===== config.mk =====
export PLATFORM = sky130hd
export DESIGN_NAME = truth_table_sweeper
export DESIGN_NICKNAME = d
export VERILOG_FILES = /design/src/rtl/truth_table_sweeper.sv
export SDC_FILE = /design/constraint.sdc
export NUM_CORES = 1
export LEC_CHECK = 0
export BUFFER_PORTS_ARGS = -buffer_cell sky130_fd_sc_hd__clkbuf_2
export CAP_MARGIN = 20
export CORE_UTILIZATION = 50
export DETAILED_ROUTE_END_ITERATION = 6
export GPL_TIMING_DRIVEN = 0
export PLACE_DENSITY = 0.77
export SYNTH_ARGS = -nofsm -noshare
export SYNTH_HDL_FRONTEND = slang
export SYNTH_SLANG_ARGS = --single-unit
export TNS_END_PERCENT = 30

===== constraint.sdc =====
create_clock -name clk -period 2.6 [get_ports clk]
set_input_delay 0.26 -clock clk [delete_from_list [all_inputs] [get_ports clk]]
set_output_delay 0.26 -clock clk [all_outputs]
set_load 0.02 [all_outputs]

===== src/rtl/truth_table_sweeper.sv =====
// rtl/truth_table_sweeper.sv - exhaustive 4-input stimulus sweep with truth-table capture and compare
module truth_table_sweeper #(
    parameter int          SETTLE_CYCLES = 1,
    parameter logic [15:0] EXPECTED      = 16'hFD00
) (
    input  logic        clk,
    input  logic        rst_n,
    input  logic        start,
    input  logic        abort,
    input  logic        f_in,
    output logic        a_out,
    output logic        b_out,
    output logic        c_out,
    output logic        d_out,
    output logic        busy,
    output logic        done,
    output logic        pass,
    output logic [15:0] result,
    output logic [4:0]  mismatch_count,
    output logic [3:0]  first_fail_idx,
    output logic        fail_valid
);

    typedef enum logic [1:0] {IDLE, SETTLE, SAMPLE, DONE} state_t;

    localparam logic [3:0] CNT_LAST = 4'(SETTLE_CYCLES - 1);

    state_t      state_q;
    logic [3:0]  idx_q;
    logic [3:0]  cnt_q;
    logic        busy_q;
    logic        done_q;
    logic        pass_q;
    logic [15:0] result_q;
    logic [4:0]  mismatch_q;
    logic [3:0]  first_fail_q;
    logic        fail_valid_q;

    logic        miss;
    logic [4:0]  mismatch_d;

    assign miss       = (f_in != EXPECTED[idx_q]);
    assign mismatch_d = mismatch_q + {4'd0, miss};

    always_ff @(posedge clk or negedge rst_n) begin
        if (!rst_n) begin
            state_q      <= IDLE;
            idx_q        <= 4'd0;
            cnt_q        <= 4'd0;
            busy_q       <= 1'b0;
            done_q       <= 1'b0;
            pass_q       <= 1'b0;
            result_q     <= 16'd0;
            mismatch_q   <= 5'd0;
            first_fail_q <= 4'd0;
            fail_valid_q <= 1'b0;
        end else begin
            done_q <= 1'b0;
            case (state_q)
                IDLE: begin
                    if (start) begin
                        state_q      <= SETTLE;
                        idx_q        <= 4'd0;
                        cnt_q        <= 4'd0;
                        busy_q       <= 1'b1;
                        pass_q       <= 1'b0;
                        result_q     <= 16'd0;
                        mismatch_q   <= 5'd0;
                        first_fail_q <= 4'd0;
                        fail_valid_q <= 1'b0;
                    end
                end
                SETTLE: begin
                    if (abort) begin
                        state_q <= IDLE;
                        busy_q  <= 1'b0;
                    end else begin
                        cnt_q <= cnt_q + 4'd1;
                        if (cnt_q == CNT_LAST) begin
                            state_q <= SAMPLE;
                        end
                    end
                end
                SAMPLE: begin
                    // An abort here drops the sample: partial results stay as they were.
                    if (abort) begin
                        state_q <= IDLE;
                        busy_q  <= 1'b0;
                    end else begin
                        result_q[idx_q] <= f_in;
                        mismatch_q      <= mismatch_d;
                        if (miss && !fail_valid_q) begin
                            first_fail_q <= idx_q;
                            fail_valid_q <= 1'b1;
                        end
                        if (idx_q == 4'd15) begin
                            state_q <= DONE;
                            busy_q  <= 1'b0;
                            done_q  <= 1'b1;
                            pass_q  <= (mismatch_d == 5'd0);
                        end else begin
                            idx_q   <= idx_q + 4'd1;
                            cnt_q   <= 4'd0;
                            state_q <= SETTLE;
                        end
                    end
                end
                DONE: begin
                    state_q <= IDLE;
                end
                default: begin
                    state_q <= IDLE;
                end
            endcase
        end
    end

    assign a_out          = idx_q[3];
    assign b_out          = idx_q[2];
    assign c_out          = idx_q[1];
    assign d_out          = idx_q[0];
    assign busy           = busy_q;
    assign done           = done_q;
    assign pass           = pass_q;
    assign result         = result_q;
    assign mismatch_count = mismatch_q;
    assign first_fail_idx = first_fail_q;
    assign fail_valid     = fail_valid_q;

endmodule


; ---- Yosys cells after proc, flatten, opt, wreduce, memory -nomap -nowiden
; Memories as Yosys holds them, arrays and structs flattened.
; Index checks and enable logic that the tools add are counted.
[word_totals]
regBits = 39
romBits = 16
output_inout_bits = 33
elab_cells = 87
mem_count = 1
[memory_table]
columns = name, words, word_bits, rd, rd_clocked_by_memory_dff, wr, line
row1 = (name not given), 16, 1, 1, 0, 0, 42  ; assign miss = (f_in != EXPECTED[idx_q]);
[op_classes]
n_addsub = 3
order_cmp = 2
eq_ne = 14
muxes = 42
reduce_logical = 15
[ops]
columns = cell, n
row1 = 16-bit 2-to-1 mux, 2
row2 = 4-bit 2-to-1 mux, 8
row3 = 16-bit case mux with 2 select lines, 1
row4 = 16-bit bitwise mux, 1
row5 = 4-bit case mux with 2 select lines, 2
row6 = 4-bit AND reduction, 4
row7 = 1-bit 2-to-1 mux, 14
row8 = 2-bit != test (second input constant), 7
row9 = 4-bit case mux with 3 select lines, 1
row10 = 2-bit 2-to-1 mux, 5
row11 = 5-bit 2-to-1 mux, 2
row12 = 5-bit case mux with 2 select lines, 1
row13 = 4-bit by 1-bit adder with 4-bit output (second input constant), 2
row14 = 2-bit case mux with 4 select lines, 1
row15 = 3-bit != test (second input constant), 2
row16 = 5-bit by 1-bit adder with 5-bit output, 1
row17 = 5-bit zero test, 1
row18 = 4-bit by 5-bit less-than comparator with 1-bit output (second input constant), 1
row19 = 5-bit AND reduction, 1
row20 = 1-bit demux with 4-bit select, 1
row21 = 2-bit == test (second input constant), 2
row22 = 4-bit == test (second input constant), 1
row23 = 4-bit by 1-bit greater-or-equal comparator with 1-bit output (second input constant), 1
row24 = 4-bit zero test, 1
row25 = other kinds (11), 13

; ---- Depth between registers and ports, before layout
; Gate-level depths: netlist (run 1).
[logic_depth]
ltp_word = 8
depth_mapped = 10
mapped_depth_nobuf = 10

; ---- Least setup slack after synthesis (run 1)
; Ideal clock, no wire load.
[synth_timing]
kind = reg-to-reg
from = reg idx_q[1]
to = reg pass_q, in the netlist pass
setup_time_ns = 0.110
arrival_time_ns = 2.533
t_required_ns = 2.490
setup_slack_ns = -0.043
stages_incl_launch_ff = 10
n_path_buf = 0
path_cell_list = dfrtp_1 -> inv_1 -> ha_1 -> nor2b_1 -> o21ai_0 -> nand2_1 -> ha_1 -> ha_1 -> or2_2 -> o41ai_1
[synth_via]
elab_chain_cells = 8
[synth_rtl]
columns = item, line
row1 = "start, declared", 29  ; logic [3:0] idx_q;
row2 = "start signal, assigned", 102  ; idx_q <= idx_q + 4'd1;
row3 = memory read 16 x 1 bit, -
row4 = 1-bit 2-to-1 mux (not written as such), 42
row5 = 1-bit != test, 42
row6 = 5-bit by 1-bit adder with 5-bit output, 43  ; assign mismatch_d = mismatch_q + {4'd0, miss};
row7 = 5-bit zero test, 100  ; pass_q <= (mismatch_d == 5'd0);
row8 = 1-bit 2-to-1 mux, 96  ; if (idx_q == 4'd15) begin
row9 = 1-bit 2-to-1 mux, 86  ; if (abort) begin
row10 = 1-bit case mux with 2 select lines, 59  ; case (state_q)
row11 = "end signal, assigned", 100
row12 = "end, declared", 33  ; logic pass_q;
; Several ways; a longest one is shown, not always the timed one. The select of a mux whose other input is x is not followed.
; A chain may end at the register's enable or synchronous reset.

; ---- Worst setup path after layout (run 1)
; Ends and elaborated chain as after synthesis.

==> run metrics, run 1 <==
Wirelength per Cell between 10 and 15 µm; clock slew at reported path FFs roughly 70 ps; Layout Utilization 0.6102; CP max stage delay between 400 and 500 ps; Pre-antenna DRT Iters 4; Synth top area share 0.4646; GR Layer Usage met1 0.2923; status finished, final reports clean; share of flip-flops with an asynchronous set or reset 1.000; final setup margin between 100 and 150 ps; hold buffers post-CTS 0; Core ar. about 4000 µm²; worst setup path class flip-flop to flip-flop; Worst-Skew Late Latency approximately 290 ps; initial antenna violation count 0; # setup viols final 0; total grt overflow 0; CTS Root Cell clkbuf_8; WP depth 9; routed vias/inst ~5.5; predominant post-synthesis flop cell dfrtp_1; Setup TNS 0 ps; hpwl dp slightly above 3 mm; CP cell instances inv_1 -> ha_2 -> nor2b_1 -> or3_4 -> nand2_1 -> ha_1 -> ha_1 -> or2_2 -> o41ai_1; GRT Util Overall 0.2185; Startpoint Class flip-flop; Setup crit start idx_q[1]$_DFFE_PN0P_; full die area roughly 4500 µm²; fin crit share 0.9460; Critical Path End pass$_DFFE_PN0P_; RSZ-0062 raised after global routing false; Ys Warns 0; DP Area 2349 µm²; Mapped Area 2101 µm²; Nets roughly 270; GR Layer Usage met3 0.05137; PwrDens between 700 and 800 nW/µm²; Non-Filler Instances just over 300; maximum level of the CTS H-tree 2; most area-hungry cell type in the Yosys netlist dfrtp_1; Post-Syn Instances a little over 200; Max-Cap Viols 0; worst path bufs/invs 1; grt peak-use layer met2; IO buf count 37; peak supply drop 537.0 µV; Ant. Diodes 0; Final Power approximately 1.9 mW; clock buffer count from CTS 5; CP max stage cell dfrtp_2; Leak roughly 1.3 nW; first-pass GRT wire length between 7 and 8 mm; CP delay by family, top simple AND/OR/NAND/NOR gates; max-slew violations 0; CP arrival ~2600 ps; syn_nets about 220; Final Hold Viols 0; worst rel slew slack 0.3629; drt initial violations around 90; I/O pins 38; Tightest Pin Transition 955.7 ps; Tmin final about 2500 ps; clock buffer depth 2; reg2reg path depth 9; Top cell by count, worst path ha_1; layout overhead on the synthesized area 17.03%; Req. time, crit path 2780 ps; final wirelength 4.327 mm; crit end category flip-flop; Post-Place Worst Slack -11.94 ps; sequential-to-total area share from yosys stat 0.4646; Routed Antenna Nets 0; CTS tree built; Die Width roughly 67 µm; cell area after layout 2459 µm²; CP max FO 5; row cnt 23; vias in the first global route about 1600; cell total after placement between 200 and 300; Fin Clk Skew around 5.3 ps; worst r2r src idx_q[1]$_DFFE_PN0P_; Worst Hold Slack roughly 110 ps; worst reg2reg setup slack roughly 140 ps; initial core utilization 0.5214; RePlAce Congestion 0.7866; CTS Sinks 39; Yosys cell types 43; share of layout cells above drive strength 1 0.2421; Post-synth EDFFs 0; syn avg cell area about 10 µm²; top post-synthesis cells by area dfrtp_1 46%, mux2i_1 8.1%, ha_1 7.1%; Die H about 67 µm; top achievable clock speed between 400 and 500 MHz; # DRC 0; met2 global-route usage 0.3384; post-synthesis register bit count 39; Crit Reg-Reg Endpoint pass$_DFFE_PN0P_; worst min path class input port to async pin; vias approximately 1700; largest net degree at the start of global routing 40
[sequential cells by signal, indices dropped and copies added (netlist names)]
| register | cells |
|---|---|
| fail_valid | 1 |
| idx_q | 4 |
| done | 1 |
| pass | 1 |
| mismatch_count | 5 |
| busy | 1 |
| result | 16 |
| first_fail_idx | 4 |
| state_q | 2 |
| cnt_q | 4 |
[worst min-delay path by stage]
stage           from                      to  slack [ps]
2_1_floorplan  rst_n        busy$_DFFE_PN0P_         -40
3_3_place_gp   rst_n        busy$_DFFE_PN0P_         450
3_5_place_dp   rst_n  state_q[1]$_DFFE_PN0P_         460
4_1_cts        rst_n  result[12]$_DFFE_PN0P_         140
5_1_grt        rst_n  state_q[1]$_DFFE_PN0P_         190
6_report       rst_n  state_q[1]$_DFFE_PN0P_         110
[cells in the mapped netlist (all sizes together), types with 6 or more instances]
cell    count
nor2        9
mux2i      17
ha         12
dfrtp      39
o21ai       8
a22o        8
nand4       6
clkbuf      6
nand2      27
nand3      20
inv        11
[report_power, final]
group / total, mW / switching, mW / internal (mW)
clock network: 0.404 / 0.196 / 0.208
registers: 0.721 / 0.0569 / 0.664
logic: 0.781 / 0.511 / 0.271
[per-layer routing]
metal | vias up | share of wire | wire length [µm]
li1 | 832 | - | -
met1 | 804 | 0.48 | 2061
met2 | 27 | 0.47 | 2033
met3 | 7 | 0.035 | 151
met4 | 0 | 0.018 | 80
met5 | - | 0 | 0
[cell families (layout without fill, tap and decap cells)]
kind of cell / count (synthesis) / in the layout / share of synthesized area
fa+ha+maj: 12 / 12 / 0.07147
mux: 17 / 17 / 0.08100
xor+xnor: 2 / 2 / 0.008340
compound gates: 37 / 37 / 0.1465
buf+inv: 20 / 66 / 0.03871
simple gates: 79 / 79 / 0.1894
flops: 39 / 39 / 0.4646
[cell type report]
cell class | instances | area [µm²]
buffer | 9 | 40.04
clock buffer | 6 | 82.58
clock inverter | 1 | 5.005
fill | 363 | 1570
inverter | 11 | 41.29
multi-input combinational | 147 | 1050
sequential | 39 | 977.2
tap | 50 | 62.56
timing repair buffer | 39 | 200.2
[cells in the final DEF (no fill, tap or decap), types with 3 or more instances in the layout]
master,instances
a22o_1,8
a32o_1,3
buf_4,3
clkbuf_1,6
clkbuf_2,37
clkbuf_8,6
dfrtp_1,38
ha_1,11
inv_1,10
mux2i_1,17
nand2_1,27
nand2b_1,3
nand3_1,20
nand4_1,6
nor2_1,9
nor2b_1,3
o21ai_0,6
[worst reg2reg max path: cells and delay by family (launching register included)]
kind,cells,cell delay (ps)
AND/OR/NAND/NOR,4,890
buffers and inverters,1,80
flip-flops,1,410
AO/OA/AOI/OAI,1,290
adder cells (fa/ha/maj),3,690
[what timing repair did]
item | CTS | global route
gates cloned | 0 | 0
endpoints found under the setup margin | 1 | 1
gates resized for setup | 2 | 1
pin swaps | 0 | 0
setup buffers | 0 | 2
Note: power is estimated with default switching activity, not from simulation.
==> inputs of run 2 (changes only) <==
--- a/config.mk
+++ b/config.mk
@@ -5,12 +5,13 @@
 export SDC_FILE = /design/constraint.sdc
 export NUM_CORES = 1
 export LEC_CHECK = 0
+export ABC_AREA = 1
 export BUFFER_PORTS_ARGS = -buffer_cell sky130_fd_sc_hd__clkbuf_2
 export CAP_MARGIN = 20
 export CORE_UTILIZATION = 50
 export DETAILED_ROUTE_END_ITERATION = 6
 export GPL_TIMING_DRIVEN = 0
-export PLACE_DENSITY = 0.77
+export PLACE_DENSITY = 0.76
 export SYNTH_ARGS = -nofsm -noshare
 export SYNTH_HDL_FRONTEND = slang
 export SYNTH_SLANG_ARGS = --single-unit
==> run metrics, run 2 <==
worst rel slew slack 0.3675 (was 0.3629); Final Power 2.120 mW (was 1.906 mW); Nets 331 (was 269); post-synthesis register bit count 39 (unchanged); Ys Warns 0 (unchanged); post-CTS setup buffer count 0 (unchanged); Final Hold Viols 0 (unchanged); Setup TNS 0 ps (unchanged); # setup viols final 0 (unchanged); status finished, final reports clean (unchanged); Routed Antenna Nets 0 (unchanged); layout overhead on the synthesized area 15.03% (was 17.03%); total grt overflow 0 (unchanged); worst setup path class flip-flop to flip-flop (unchanged); RePlAce Congestion 0.8384 (was 0.7866); top post-synthesis cells by area dfrtp_1 44%, nand2_1 9.1%, ha_1 6.8% (was dfrtp_1 46%, mux2i_1 8.1%, ha_1 7.1%); Synth top area share 0.4442 (was 0.4646); maximum level of the CTS H-tree 2 (unchanged); # DRC 0 (unchanged); Core ar. 4115 µm² (was 4029 µm²); vias 1886 (was 1670); final setup margin 293.2 ps (was 140.4 ps); worst min path class input port to async pin (unchanged); clock buffer count from CTS 5 (unchanged); cell with the most instances after synthesis nand2_1 (was dfrtp_1); Setup crit start idx_q[1]$_DFFE_PN0P_ (unchanged); CP cell instances inv_1 -> ha_1 -> inv_1 -> nand2_1 -> nand3_1 -> nand2_2 -> ha_1 -> ha_1 -> nor3_1 -> nand2_1 -> nor2_1 -> nand3_1 -> nand2_1 (was inv_1 -> ha_2 -> nor2b_1 -> or3_4 -> nand2_1 -> ha_1 -> ha_1 -> or2_2 -> o41ai_1); sequential-to-total area share from yosys stat 0.4442 (was 0.4646); Post-Syn Instances 271 (was 206); PwrDens 838.9 nW/µm² (was 775.1 nW/µm²); Met2 Routed Length 2.143 mm (was 2.033 mm); number of flip-flops in the largest register 16 (unchanged); GRT Util Overall 0.2131 (was 0.2185); leading cell type in the layout, fill and taps excluded nand2_1 (was dfrtp_1); most area-hungry cell type in the Yosys netlist dfrtp_1 (unchanged); Fin Clk Skew 3.166 ps (was 5.270 ps); vias in the first global route 1696 (was 1589); CP arrival 2540 ps (was 2640 ps); syn avg cell area 8.107 µm² (was 10.20 µm²); first-pass GRT wire length 7.389 mm (was 7.155 mm); clock slew at reported path FFs 70 ps (about the same); CP max stage delay 450 ps (was 410 ps); DP Area 2440 µm² (was 2349 µm²); CP max FO 7 (was 5); share of layout cells above drive strength 1 0.2038 (was 0.2421); row cnt 23 (unchanged); Top Metal Used met4 (unchanged); CTS Sinks 39 (unchanged); hold buffers post-CTS 0 (unchanged); peak supply drop 448.9 µV (was 537.0 µV); Die H 68.29 µm (was 66.82 µm); routed vias/inst 5.181 (was 5.530); Max-Cap Viols 0 (unchanged); share of flip-flops with an asynchronous set or reset 1.000 (unchanged); Post-synth EDFFs 0 (unchanged); full die area 4664 µm² (was 4465 µm²); Worst-Skew Late Latency 290 ps (about the same); I/O pins 38 (unchanged); Tmin final 2307 ps (was 2460 ps); crit end category flip-flop (unchanged); met3 WL 155 µm (was 151 µm); Ant. Diodes 0 (unchanged); RSZ-0062 raised after global routing false (unchanged); Post-Route M1 WL 2.173 mm (was 2.061 mm); CTS Root Cell clkbuf_8 (unchanged); worst r2r src idx_q[1]$_DFFE_PN0P_ (unchanged); Req. time, crit path 2830 ps (was 2780 ps); max-slew violations 0 (unchanged); Wirelength per Cell 12.51 µm (was 14.33 µm); CP max stage cell dfrtp_1 (was dfrtp_2); IO buf count 36 (was 37); Startpoint Class flip-flop (unchanged); Tightest Pin Transition 948.7 ps (was 955.7 ps); cell area after layout 2527 µm² (was 2459 µm²); CTS tree built (unchanged); drt initial violations 135 (was 89); hpwl dp 3.312 mm (was 3.083 mm); largest net degree at the start of global routing 40 (unchanged); # resized after CTS 0 (was 2); final wirelength 4.552 mm (was 4.327 mm); clock buffer depth 2 (unchanged); Die Width 68.29 µm (was 66.82 µm); Post-Place Worst Slack 293.9 ps (was -11.94 ps); Leak 1.355 nW (was 1.290 nW); top achievable clock speed 433.5 MHz (was 406.6 MHz); syn_nets 288 (was 223); Yosys cell types 28 (was 43); Mapped Area 2197 µm² (was 2101 µm²); initial core utilization 0.5339 (was 0.5214); most frequent cells in the layout 53 x nand2_1, 39 x dfrtp_1, 36 x clkbuf_2 (was 38 x dfrtp_1, 37 x clkbuf_2, 27 x nand2_1); fin crit share 0.8872 (was 0.9460); Pre-antenna DRT Iters 4 (unchanged); top cells by instance count after synthesis 53 x nand2_1, 39 x dfrtp_1, 30 x nand3_1 (was 39 x dfrtp_1, 27 x nand2_1, 20 x nand3_1); initial antenna violation count 0 (unchanged); predominant post-synthesis flop cell dfrtp_1 (unchanged)
-- run 2: worst paths after layout --
path / slack [ps] / cells past startpoint / end
worst max-delay path: 290 / 13 / pass$_DFFE_PN0P_
worst min-delay path: 110 / 1 / result[1]$_DFFE_PN0P_
worst max register to register: 290 / 13 / pass$_DFFE_PN0P_
worst min register to register: 490 / 2 / result[13]$_DFFE_PN0P_
max in group asynchronous: 1910 / 1 / first_fail_idx[0]$_DFFE_PN0P_
min in group clk: 190 / 2 / done$_DFF_PN0_
-- run 2: critical path: cells and delay by family, from the launching register on --
family                   cells  cell delay (ps)
AND/OR/NAND/NOR              8              760
adder cells (fa/ha/maj)      3              770
flip-flops                   1              450
buffers and inverters        2              270
-- run 2: metrics by stage --
stage,cells,hold slack (ps),util
3_3_place_gp,357,449.9,0.5929
3_5_place_dp,357,459.4,0.5929
5_1_grt,364,182.2,0.6142
4_1_cts,364,148.3,0.6142
2_1_floorplan,271,-35.59,-
6_report,364,105.8,0.6142
-- run 2: final cells by class --
cell class	count	area [µm²]
fill	381	1588
multi-input combinational	195	1059
sequential	39	975.9
timing repair buffer	36	180.2
inverter	28	106.4
clock buffer	6	82.58
tap	50	62.56
buffer	9	56.30
clock inverter	1	5.005
-- run 2: metal layers --
layer,GRT usage,up-vias
met5,0,-
met4,0.08333,0
met3,0.05500,8
met2,0.3480,36
met1,0.2666,866
li1,-,976
-- run 2: cell families (layout without fill, tap and decap cells) --
group,after synthesis,after routing,synth area share
AND/OR/NAND/NOR,134,134,0.2876
AO/OA/AOI/OAI,43,43,0.1019
flip-flops,39,39,0.4442
buffers and inverters,37,80,0.07402
adder cells (fa/ha/maj),12,12,0.06834
XOR/XNOR,6,6,0.02392
-- run 2: power by group --
part	internal (mW)	switching, mW	total, mW
clock network	0.208	0.205	0.413
logic	0.294	0.680	0.974
registers	0.674	0.0595	0.733
